==> src/rtl/mips_pipe_pkg.sv <==
// Shared widths, depth bounds and control-bit positions for the MIPS
// inter-stage pipeline registers.
package mips_pipe_pkg;

    localparam int DEPTH_MIN    = 1;
    localparam int DEPTH_MAX    = 8;

    localparam int ALU_RES_W    = 32;
    localparam int MEM_VAL_W    = 32;
    localparam int DEST_W       = 4;
    localparam int PAYLOAD_W    = ALU_RES_W + MEM_VAL_W + DEST_W;

    localparam int CTRL_W_DEF   = 2;
    localparam int WB_EN_BIT    = 1;
    localparam int MEM_R_EN_BIT = 0;

endpackage

==> src/rtl/pipe_stage.sv <==
// One elastic stage: valid/ctrl/data register with bubble zeroing and the
// local ready term that lets an empty stage absorb a downstream stall.
module pipe_stage #(
    parameter int CTRL_W = 2,
    parameter int DATA_W = 68
) (
    input  logic              clk,
    input  logic              rst,
    input  logic              flush,
    input  logic              up_valid,
    input  logic [CTRL_W-1:0] up_ctrl,
    input  logic [DATA_W-1:0] up_data,
    input  logic              down_ready,
    output logic              ready,
    output logic              valid,
    output logic [CTRL_W-1:0] ctrl,
    output logic [DATA_W-1:0] data
);

    assign ready = ~valid | down_ready;

    always_ff @(posedge clk or posedge rst) begin
        if (rst) begin
            valid <= 1'b0;
            ctrl  <= '0;
            data  <= '0;
        end else if (flush) begin
            valid <= 1'b0;
            ctrl  <= '0;
            data  <= '0;
        end else if (ready) begin
            // An invalid upstream loads a bubble so no stale ctrl survives.
            valid <= up_valid;
            ctrl  <= up_valid ? up_ctrl : '0;
            data  <= up_valid ? up_data : '0;
        end
    end

endmodule

==> src/rtl/elastic_pipe_reg.sv <==
// DEPTH-stage valid/ready pipeline register with bubble collapse,
// synchronous flush, gated output control and an occupancy counter.
module elastic_pipe_reg
    import mips_pipe_pkg::*;
#(
    parameter int CTRL_W = CTRL_W_DEF,
    parameter int DATA_W = PAYLOAD_W,
    parameter int DEPTH  = 1,
    parameter int CNT_W  = $clog2(DEPTH + 1)
) (
    input  logic              clk,
    input  logic              rst,
    input  logic              flush,
    input  logic              in_valid,
    output logic              in_ready,
    input  logic [CTRL_W-1:0] in_ctrl,
    input  logic [DATA_W-1:0] in_data,
    output logic              out_valid,
    input  logic              out_ready,
    output logic [CTRL_W-1:0] out_ctrl,
    output logic [DATA_W-1:0] out_data,
    output logic [CNT_W-1:0]  occupancy
);

    if (DEPTH < DEPTH_MIN || DEPTH > DEPTH_MAX) begin : g_bad_depth
        $error("elastic_pipe_reg: DEPTH out of range");
    end

    // Index 0 is the upstream port; index g+1 is the output of stage g.
    logic              v_chain [DEPTH+1];
    logic [CTRL_W-1:0] c_chain [DEPTH+1];
    logic [DATA_W-1:0] d_chain [DEPTH+1];
    // Index g is stage g's ready; index DEPTH is the downstream ready.
    logic              r_chain [DEPTH+1];

    logic in_xfer;
    logic out_xfer;

    assign v_chain[0]     = in_valid;
    assign c_chain[0]     = in_ctrl;
    assign d_chain[0]     = in_data;
    assign r_chain[DEPTH] = out_ready & ~flush;

    for (genvar g = 0; g < DEPTH; g++) begin : g_stage
        pipe_stage #(
            .CTRL_W (CTRL_W),
            .DATA_W (DATA_W)
        ) u_stage (
            .clk        (clk),
            .rst        (rst),
            .flush      (flush),
            .up_valid   (v_chain[g]),
            .up_ctrl    (c_chain[g]),
            .up_data    (d_chain[g]),
            .down_ready (r_chain[g+1]),
            .ready      (r_chain[g]),
            .valid      (v_chain[g+1]),
            .ctrl       (c_chain[g+1]),
            .data       (d_chain[g+1])
        );
    end

    assign in_ready  = ~flush & r_chain[0];
    assign out_valid = v_chain[DEPTH] & ~flush;
    assign out_ctrl  = out_valid ? c_chain[DEPTH] : '0;
    assign out_data  = d_chain[DEPTH];

    assign in_xfer  = in_valid & in_ready;
    assign out_xfer = out_valid & out_ready;

    always_ff @(posedge clk or posedge rst) begin
        if (rst) begin
            occupancy <= '0;
        end else if (flush) begin
            occupancy <= '0;
        end else if (in_xfer && !out_xfer) begin
            occupancy <= occupancy + CNT_W'(1);
        end else if (!in_xfer && out_xfer) begin
            occupancy <= occupancy - CNT_W'(1);
        end
    end

endmodule

==> config.mk <==
export PLATFORM = sky130hd
export DESIGN_NAME = elastic_pipe_reg
export DESIGN_NICKNAME = d
export VERILOG_FILES = /design/src/rtl/mips_pipe_pkg.sv /design/src/rtl/pipe_stage.sv /design/src/rtl/elastic_pipe_reg.sv
export SDC_FILE = /design/constraint.sdc
export NUM_CORES = 1
export LEC_CHECK = 0
export CAP_MARGIN = 0
export CORE_MARGIN = 3
export CORE_UTILIZATION = 30
export DETAILED_ROUTE_END_ITERATION = 16
export PLACE_DENSITY = 0.61
export SYNTH_ARGS = -nofsm -noshare
export SYNTH_HDL_FRONTEND = slang
export SYNTH_SLANG_ARGS = --single-unit
==> constraint.sdc <==
create_clock -name clk -period 4.55 [get_ports clk]
set_input_delay 0.6825 -clock clk [delete_from_list [all_inputs] [get_ports clk]]
set_output_delay 0.6825 -clock clk [all_outputs]
set_load 0.01 [all_outputs]
==> flow_summary.toml, run 1 <==
[final_layout]
n_antenna_cell = 0
fin_util_pct = 48.4
area_growth_syn_to_layout_pct = 56.4
regArea_sq_mm = 0.00180
multiInputGateArea_sq_mm = 0.00104
fin_nets = 533
drive_above_1_share_pct = 5.18
nFillCells = 971

[setup_path]
crit_fanout = 3
endpoint = "in_ready"
startpoint_type = "input port"
r2r_end = "g_stage[0].u_stage.data[12]$_DFFE_PP0P_"
crit_chain = "clkdlybuf4s50_1 > and2b_2 > nor2_1 > clkdlybuf4s50_1"
crit_arrival_ps = 2070
crit_family = "buffers and inverters"
crit_type = "in -> out"
worstSetupEndpointType = "output pin"
timing.rr.start = "g_stage[0].u_stage.valid$_DFFE_PP0P_"
max_stage_delay_ps = 590
cp_slowest_cell = "clkdlybuf4s50_1"
path_depth = 4
r2r_setup_slack_ps = 2600
path_common_cell = "clkdlybuf4s50_1"
critPathBufInv = 2
r2r_cells = 4
setup.worst_path.start = "out_ready"
required_ps = 3870

[floorplanning]
fp-row-count = 36
die_x_um = 107
top_level_ports = 148
design.die.area_sq_mm = 0.0114
core_area_sq_mm = 0.00982
start_util_pct = 30.9
die_h_um = 107

[clocking]
cts_max_path_buffers = 2
cts_made_buffers = 9
cts-root-buf = "clkbuf_8"
cts-resized-gates = 0
hold_buffers = 0
clock-sinks = 72
clkSlewWorstSetupHoldPaths_ps = 80
h-tree-depth = 3
clkLatencyLatePin_ps = 330
post_cts_buffers = 0
cts_tree = "yes"

[global_route]
grt_pass1_vias = 2791
grt_overflow = 0
grt_pass1_wl_um = 14300
grt_max_degree = 74
grt_usage_pct = 15.5
antenna_found_initial = 0

[pwr]
leakage_uw = 0.00194
power_uw = 1530
powerDensity_mw_per_mm2 = 322
vdd_drop_max_mv = 0.179

[detailed_routing]
dr.pass1.iters = 4
avgRoutedWirePerCell_um = 14.9
viasPerCell = 4.73
drc_errors = 0
drt_iter0_drc = 139
ant_nets = 0
vias = 2818
wl_um = 8860

[placement]
pre_cts_ws_ps = 1710
dpl.hpwl_um = 5720
port_buffers = 147
gp_congestion = 0.711

[synthesis]
synth_top_cells_by_count = "dfrtp_1 (72), a21oi_1 (71), nand3_1 (71)"
yosysTopAreaCell = "dfrtp_1"
synthMostInstantiatedCell = "dfrtp_1"
netlist_top_cells_area = "dfrtp_1 (59%), a21oi_1 (12%), nand3_1 (12%)"
synth_cell_types = 17
ys_ff_latch = 72
yosysTopAreaCellShare_pct = 59.3
synth_warnings = 0
syn_nets = 403
synth_async_sr_flop_share_pct = 100
ys.flop_type = "dfrtp_1"
synthCells = 328
synth_edf_count = 0
seq_area_frac_synth_pct = 59.3
synth_area_sq_mm = 0.00304
postSynthAreaPerCell_sq_um = 9.26

[sta]
rsz0062_at_grt = "no"
finalSetupTns_ps = 0
setup_viol = 0
period_share_pct = 60.5
maxSlewViolCount = 0
fin_skew_ps = 10.4
holdWs_ps = 518
worst_pin_slew_ps = 1300
fmax_mhz = 363
slew_headroom_pct = 13.6
post-route-min-period_ps = 2750
hold_viol_final = 0
fin_ws_ps = 1800

[flow_run]
cap_violations = 0

[status]
outcome = "finished clean"

[worst_hold_path]
hp-class = "reg -> reg"
-- logic make-up (layout without fill, tap and decap cells) --
logic type	after synthesis	in the layout	synth area share (%)
buffers and inverters	33	168	6.51
DFF	72	72	59.3
and+or+nand+nor	151	151	22.2
AOI/OAI and AO/OA	72	72	11.9
-- per-layer routing --
metal  wire length (um)  GRT usage (%)  part of all wire (%)
met1               3860           20.9                    44
met2               4270           24.1                    48
met3                682           5.36                   7.7
met4                 46           3.29                  0.52
met5                  0              0                     0
-- worst min path at each step --
stage / from / endpoint / slack [ps] / depth (start not counted)
2_1_floorplan: g_stage[0].u_stage.ctrl[0]$_DFFE_PP0P_ / g_stage[0].u_stage.ctrl[0]$_DFFE_PP0P_ / 490 / 2
3_3_place_gp: g_stage[0].u_stage.data[26]$_DFFE_PP0P_ / g_stage[0].u_stage.data[26]$_DFFE_PP0P_ / 510 / 2
3_5_place_dp: g_stage[0].u_stage.data[24]$_DFFE_PP0P_ / g_stage[0].u_stage.data[24]$_DFFE_PP0P_ / 510 / 2
4_1_cts: g_stage[0].u_stage.data[1]$_DFFE_PP0P_ / g_stage[0].u_stage.data[1]$_DFFE_PP0P_ / 520 / 2
5_1_grt: g_stage[0].u_stage.data[19]$_DFFE_PP0P_ / g_stage[0].u_stage.data[19]$_DFFE_PP0P_ / 540 / 2
6_report: g_stage[0].u_stage.data[24]$_DFFE_PP0P_ / g_stage[0].u_stage.data[24]$_DFFE_PP0P_ / 520 / 2
-- state kept, by name, summed over array words and instances (netlist names) --
signal,flops
g_stage.u_stage.data,68
occupancy,1
g_stage.u_stage.valid,1
g_stage.u_stage.ctrl,2
-- per-stage QoR --
| step | instances | cell area (sq um) |
|---|---|---|
| floorplan | 328 | 3040 |
| global placement | 580 | 4510 |
| detailed placement | 580 | 4510 |
| CTS | 596 | 4750 |
| global route | 596 | 4750 |
| finish | 596 | 4750 |
-- power breakdown --
part,internal [uW],switching (uW)
Sequential,667,15.7
Clock,380,238
Combinational,127,104
-- placed cells by master (no fill, tap or decap) --
cell / count
a21o_1: 1
nand3b_1: 1
clkinv_2: 1
a21oi_1: 71
clkdlybuf4s50_1: 145
clkbuf_8: 10
dfrtp_1: 72
nand2_1: 70
buf_4: 4
nand3_1: 71
bufinv_16: 3
nand2b_1: 1
and2b_2: 1
buf_2: 2
clkinv_4: 1
nand2b_2: 1
nor2_1: 3
inv_2: 1
nor2b_1: 1
clkbuf_1: 1
and2_1: 2
-- worst min-delay path: cells and delay by family, from the launching register on --
family           cells  cell delay [ps]
AND/OR/NAND/NOR      1               50
AO/OA/AOI/OAI        1               50
flip-flops           1              380
-- cell type report --
class | count | share of cell area (%)
well taps | 133 | 3.50
flip-flops and latches | 72 | 37.9
inverters | 1 | 0.0790
clock buffers | 11 | 2.98
repair buffers | 151 | 31.4
clock inverters | 5 | 2.19
multi-input cells | 223 | 21.9
Note: power is estimated with default switching activity, not from simulation.
==> inputs of run 2 (changes only) <==
Clock period 4.55 ns to 2.9 ns, I/O delays scaled along.
==> run 2 against run 1 <==
Net effect:
- global-route usage shrank 0.35 points
- critical path depth is the same
- via count shrank 0.25%
- first-iteration DRC count shrank 12%
- final area grew 0.66%
- utilization grew 0.32 points
- hold slack lost 2.0 ps
- final cell count grew 0.67%
- clock skew shrank 5.2 ps
==> flow_summary.toml, run 2 (synthesized netlist as in run 1, its figures left out) <==
[setup_path]
cp_slowest_cell = "clkdlybuf4s50_1"
critPathBufInv = 2
r2r_setup_slack_ps = 1350
startpoint_type = "input port"
crit_fanout = 3
r2r_cells = 4
required_ps = 2470
crit_family = "buffers and inverters"
path_common_cell = "clkdlybuf4s50_1"
path_depth = 4
max_stage_delay_ps = 570
r2r_end = "g_stage[0].u_stage.data[15]$_DFFE_PP0P_"
crit_chain = "clkdlybuf4s50_1 > and2b_2 > nor2_1 > clkdlybuf4s50_1"
crit_arrival_ps = 1820
crit_type = "in -> out"
worstSetupEndpointType = "output pin"
timing.rr.start = "g_stage[0].u_stage.valid$_DFFE_PP0P_"

[pwr]
vdd_drop_max_mv = 0.199
leakage_uw = 0.00195
powerDensity_mw_per_mm2 = 484

[worst_hold_path]
hold_path_depth = 2
min_from = "g_stage[0].u_stage.ctrl[0]$_DFFE_PP0P_"
hp-class = "reg -> reg"
hold_path_end = "g_stage[0].u_stage.ctrl[0]$_DFFE_PP0P_"

[placement]
place_inst = 584
gp_congestion = 0.713
port_buffers = 147
dpl.hpwl_um = 5730

[flow_run]
cap_violations = 0

[final_layout]
reg_top3 = "g_stage.u_stage.data x68, g_stage.u_stage.ctrl x2"
nFillCells = 998
top_register = "g_stage.u_stage.data"
n_antenna_cell = 0
fin_nets = 537
largest_register_ffs = 68
area_growth_syn_to_layout_pct = 57.4
fin_cells = 600
drive_above_1_share_pct = 6.00
layout_commonest_cell = "clkdlybuf4s50_1"
layout_common_cells = "clkdlybuf4s50_1 (145), dfrtp_1 (72), nand3_1 (71), a21oi_1 (71), nand2_1 (70)"

[detailed_routing]
drt_iter0_drc = 123
avgRoutedWirePerCell_um = 14.6
drc_errors = 0
viasPerCell = 4.69
dr.pass1.iters = 5
ant_nets = 0
wl_um = 8790
vias = 2811

[floorplanning]
die_h_um = 107
design.die.area_sq_mm = 0.0114
core_area_sq_mm = 0.00982
die_x_um = 107
start_util_pct = 30.9
top_level_ports = 148
fp-row-count = 36

[clocking]
cts_made_buffers = 9
cts-resized-gates = 0
h-tree-depth = 3
post_cts_buffers = 0
hold_buffers = 0
clock-sinks = 72
cts_tree = "yes"
clkLatencyLatePin_ps = 330
clkSlewWorstSetupHoldPaths_ps = 70
cts_max_path_buffers = 2
cts-root-buf = "clkbuf_8"

[sta]
hold_viol_final = 0
fin_skew_ps = 5.18
finalSetupTns_ps = 0
fmax_mhz = 444
period_share_pct = 77.7
maxSlewViolCount = 0
setup_viol = 0
slew_headroom_pct = 45.6
worst_pin_slew_ps = 817
rsz0062_at_grt = "no"
post-route-min-period_ps = 2250

[global_route]
antenna_found_initial = 0
grt_usage_pct = 15.1
grt_pass1_vias = 2674
grt_max_degree = 73
grt_pass1_wl_um = 13800
grt_overflow = 0

[status]
outcome = "finished clean"
-- run 2: changes by cell type in the layout (fill, tap and decap cells not counted) --
cell / previous run / this run
buf_12: 0 / 2
clkinv_4: 1 / 0
bufinv_16: 3 / 2
clkinvlp_4: 0 / 2
buf_4: 4 / 6
-- run 2: worst register-to-register path, stage by stage, from the launching register on --
cell and delay, ps:
dfrtp_1 410, and2b_2 170, buf_4 570, nand2_1 180, a21oi_1 150
-- run 2: area by class of cell --
| type | instances | area [sq um] | area share, % |
|---|---|---|---|
| timing repair buffer | 155 | 1550 | 32.3 |
| clock inverter | 5 | 80.1 | 1.67 |
| clock buffer | 11 | 141 | 2.96 |
| sequential | 72 | 1800 | 37.7 |
| tap | 133 | 166 | 3.48 |
| multi-input combinational | 223 | 1040 | 21.8 |
| inverter | 1 | 3.75 | 0.0785 |
-- run 2: worst max path at each step --
stage,start,end,slack (ps)
finish,out_ready,in_ready,650
global route,out_ready,in_ready,550
CTS,out_ready,in_ready,610
detailed placement,out_ready,in_ready,630
global placement,out_ready,in_ready,630
floorplan,rst,g_stage[0].u_stage.ctrl[0]$_DFFE_PP0P_,640
-- run 2: report_power, final --
part           leakage (uW)  internal (uW)  switching [uW]
registers          0.000971           1050            23.5
clock network      0.000106            507             366
logic              0.000873            205             166
-- run 2: stage by stage --
| step | setup slack [ps] | util (%) | cell area [sq um] | hold slack (ps) | total power, uW |
|---|---|---|---|---|---|
| final | 646 | 48.7 | 4780 | 516 | 2310 |
| after floorplan | 640 | - | 3040 | 491 | 1240 |
| after global routing | 553 | 48.7 | 4780 | 539 | 2420 |
| after global placement | 632 | 46.4 | 4560 | 503 | 1460 |
| after detailed placement | 629 | 46.4 | 4560 | 509 | 1470 |
| after CTS | 612 | 48.7 | 4780 | 518 | 2360 |
-- run 2: metal layers --
layer | vias to the layer above | GRT usage [%] | share of wire [%] | wire (um)
li1 | 1369 | - | - | -
met1 | 1335 | 19.9 | 44 | 3900
met2 | 97 | 24.1 | 47 | 4120
met3 | 10 | 4.76 | 7.5 | 663
met4 | 0 | 4.11 | 1.1 | 101
met5 | - | 0 | 0 | 0
==> inputs of run 3 (changes only) <==
Clock period 2.9 ns to 2.12 ns, I/O delays scaled along.
==> run 3 against run 2 <==
Net effect:
- clock power increased by 21%
- power grew 31%
- final cell count is 0.17% lower
- hold slack got worse by 60 ps
- via count is 0.25% lower
- clock skew is 0.74 ps higher
- first-iteration DRC count down 0.81%
- sequential share of layout area grew 0.25 points
==> flow_summary.toml, run 3 (synthesized netlist as in run 1, its figures left out) <==
[status]
outcome = "finished clean"

[setup_path]
crit_family = "buffers and inverters"
crit_fanout = 3
timing.rr.start = "g_stage[0].u_stage.valid$_DFFE_PP0P_"
path_depth = 4
required_ps = 1800
setup.worst_path.start = "out_ready"
worstSetupEndpointType = "output pin"
critPathBufInv = 2
crit_type = "in -> out"
startpoint_type = "input port"
path_common_cell = "clkdlybuf4s50_1"
max_stage_delay_ps = 580
cp_slowest_cell = "clkdlybuf4s50_1"
r2r_cells = 4
crit_arrival_ps = 1740
crit_chain = "clkdlybuf4s50_1 > and2b_2 > nor2_1 > clkdlybuf4s50_1"

[pwr]
vdd_drop_max_mv = 0.263
powerDensity_mw_per_mm2 = 639
leakage_uw = 0.00194

[floorplanning]
top_level_ports = 148
start_util_pct = 30.9
design.die.area_sq_mm = 0.0114
core_area_sq_mm = 0.00982
die_h_um = 107
fp-row-count = 36
die_x_um = 107

[final_layout]
area_growth_syn_to_layout_pct = 56.4
layout_commonest_cell = "clkdlybuf4s50_1"
fin_nets = 537
fin_cells = 599
nFillCells = 976
top_register = "g_stage.u_stage.data"
n_antenna_cell = 0
drive_above_1_share_pct = 5.79
reg_top3 = "g_stage.u_stage.data x68, g_stage.u_stage.ctrl x2"
largest_register_ffs = 68
finalInstanceArea_sq_mm = 0.00475
layout_common_cells = "clkdlybuf4s50_1 (145), dfrtp_1 (72), nand3_1 (71), a21oi_1 (71), nand2_1 (70)"

[detailed_routing]
wl_um = 9080
viasPerCell = 4.68
dr.pass1.iters = 4
drc_errors = 0
drt_iter0_drc = 122
vias = 2804
ant_nets = 0
avgRoutedWirePerCell_um = 15.2

[worst_hold_path]
hp-class = "in -> async"

[global_route]
grt_max_degree = 73
grt_overflow = 0
grt_usage_pct = 16.0
grt_pass1_vias = 2851
grt_pass1_wl_um = 14700
antenna_found_initial = 0

[placement]
gp_congestion = 0.681
port_buffers = 147
dpl.hpwl_um = 5790
place_inst = 584
place_area_sq_mm = 0.00456

[clocking]
clock-sinks = 72
cts_tree = "yes"
h-tree-depth = 3
clkLatencyLatePin_ps = 330
cts-root-buf = "clkbuf_8"
cts-resized-gates = 0
hold_buffers = 0
cts_made_buffers = 9
cts_max_path_buffers = 2
post_cts_buffers = 0
clkSlewWorstSetupHoldPaths_ps = 80

[sta]
maxSlewViolCount = 0
period_share_pct = 97.1
rsz0062_at_grt = "no"
post-route-min-period_ps = 2060
finalSetupTns_ps = 0
slew_headroom_pct = 47.1
worst_pin_slew_ps = 793
holdWs_ps = 456
fmax_mhz = 486
fin_skew_ps = 5.92
setup_viol = 0
hold_viol_final = 0

[flow_run]
cap_violations = 0
==> run 3: per-layer routing <==
layer	vias up	wire length [um]	GRT usage, %
li1	1370	-	-
met1	1343	4170	21.9
met2	84	4270	25.6
met3	7	561	3.73
met4	0	72	4.47
met5	-	0	0
==> run 3: final timing paths <==
kind	end	slack (ps)
min in group clk	g_stage[0].u_stage.data[35]$_DFFE_PP0P_	520
worst min register to register	g_stage[0].u_stage.data[35]$_DFFE_PP0P_	520
worst min-delay path	g_stage[0].u_stage.data[20]$_DFFE_PP0P_	460
max in group asynchronous	g_stage[0].u_stage.data[46]$_DFFE_PP0P_	1220
worst max register to register	g_stage[0].u_stage.data[20]$_DFFE_PP0P_	550
worst max-delay path	in_ready	60
==> run 3: tightest hold or removal path, cell delays in order <==
cell,delay [ps]
clkdlybuf4s50_1,450
clkinvlp_4,90
buf_4,360
==> run 3: power breakdown <==
group	internal, uW	total (uW)	switching, uW
logic	280	511	231
registers	1430	1470	32.6
clock network	565	1060	495
total	2280	3040	759
==> run 3: area by class of cell <==
class	instances	area (sq um)	share of cell area, %
clock inverters	4	45.0	0.948
well taps	133	166	3.50
multi-input cells	223	1040	21.9
inverters	1	7.51	0.158
flip-flops and latches	72	1800	37.9
clock buffers	11	141	2.98
repair buffers	155	1550	32.6
==> run 3: per-stage QoR <==
| stage | worst slack [ps] | utilization, % | power [uW] |
|---|---|---|---|
| 3_5_place_dp | 71.0 | 46.5 | 2010 |
| 4_1_cts | 52.4 | 48.4 | 3090 |
| 3_3_place_gp | 76.3 | 46.5 | 2000 |
| 2_1_floorplan | 808 | - | 1700 |
| 6_report | 62.2 | 48.4 | 3040 |
| 5_1_grt | 18.0 | 48.4 | 3180 |
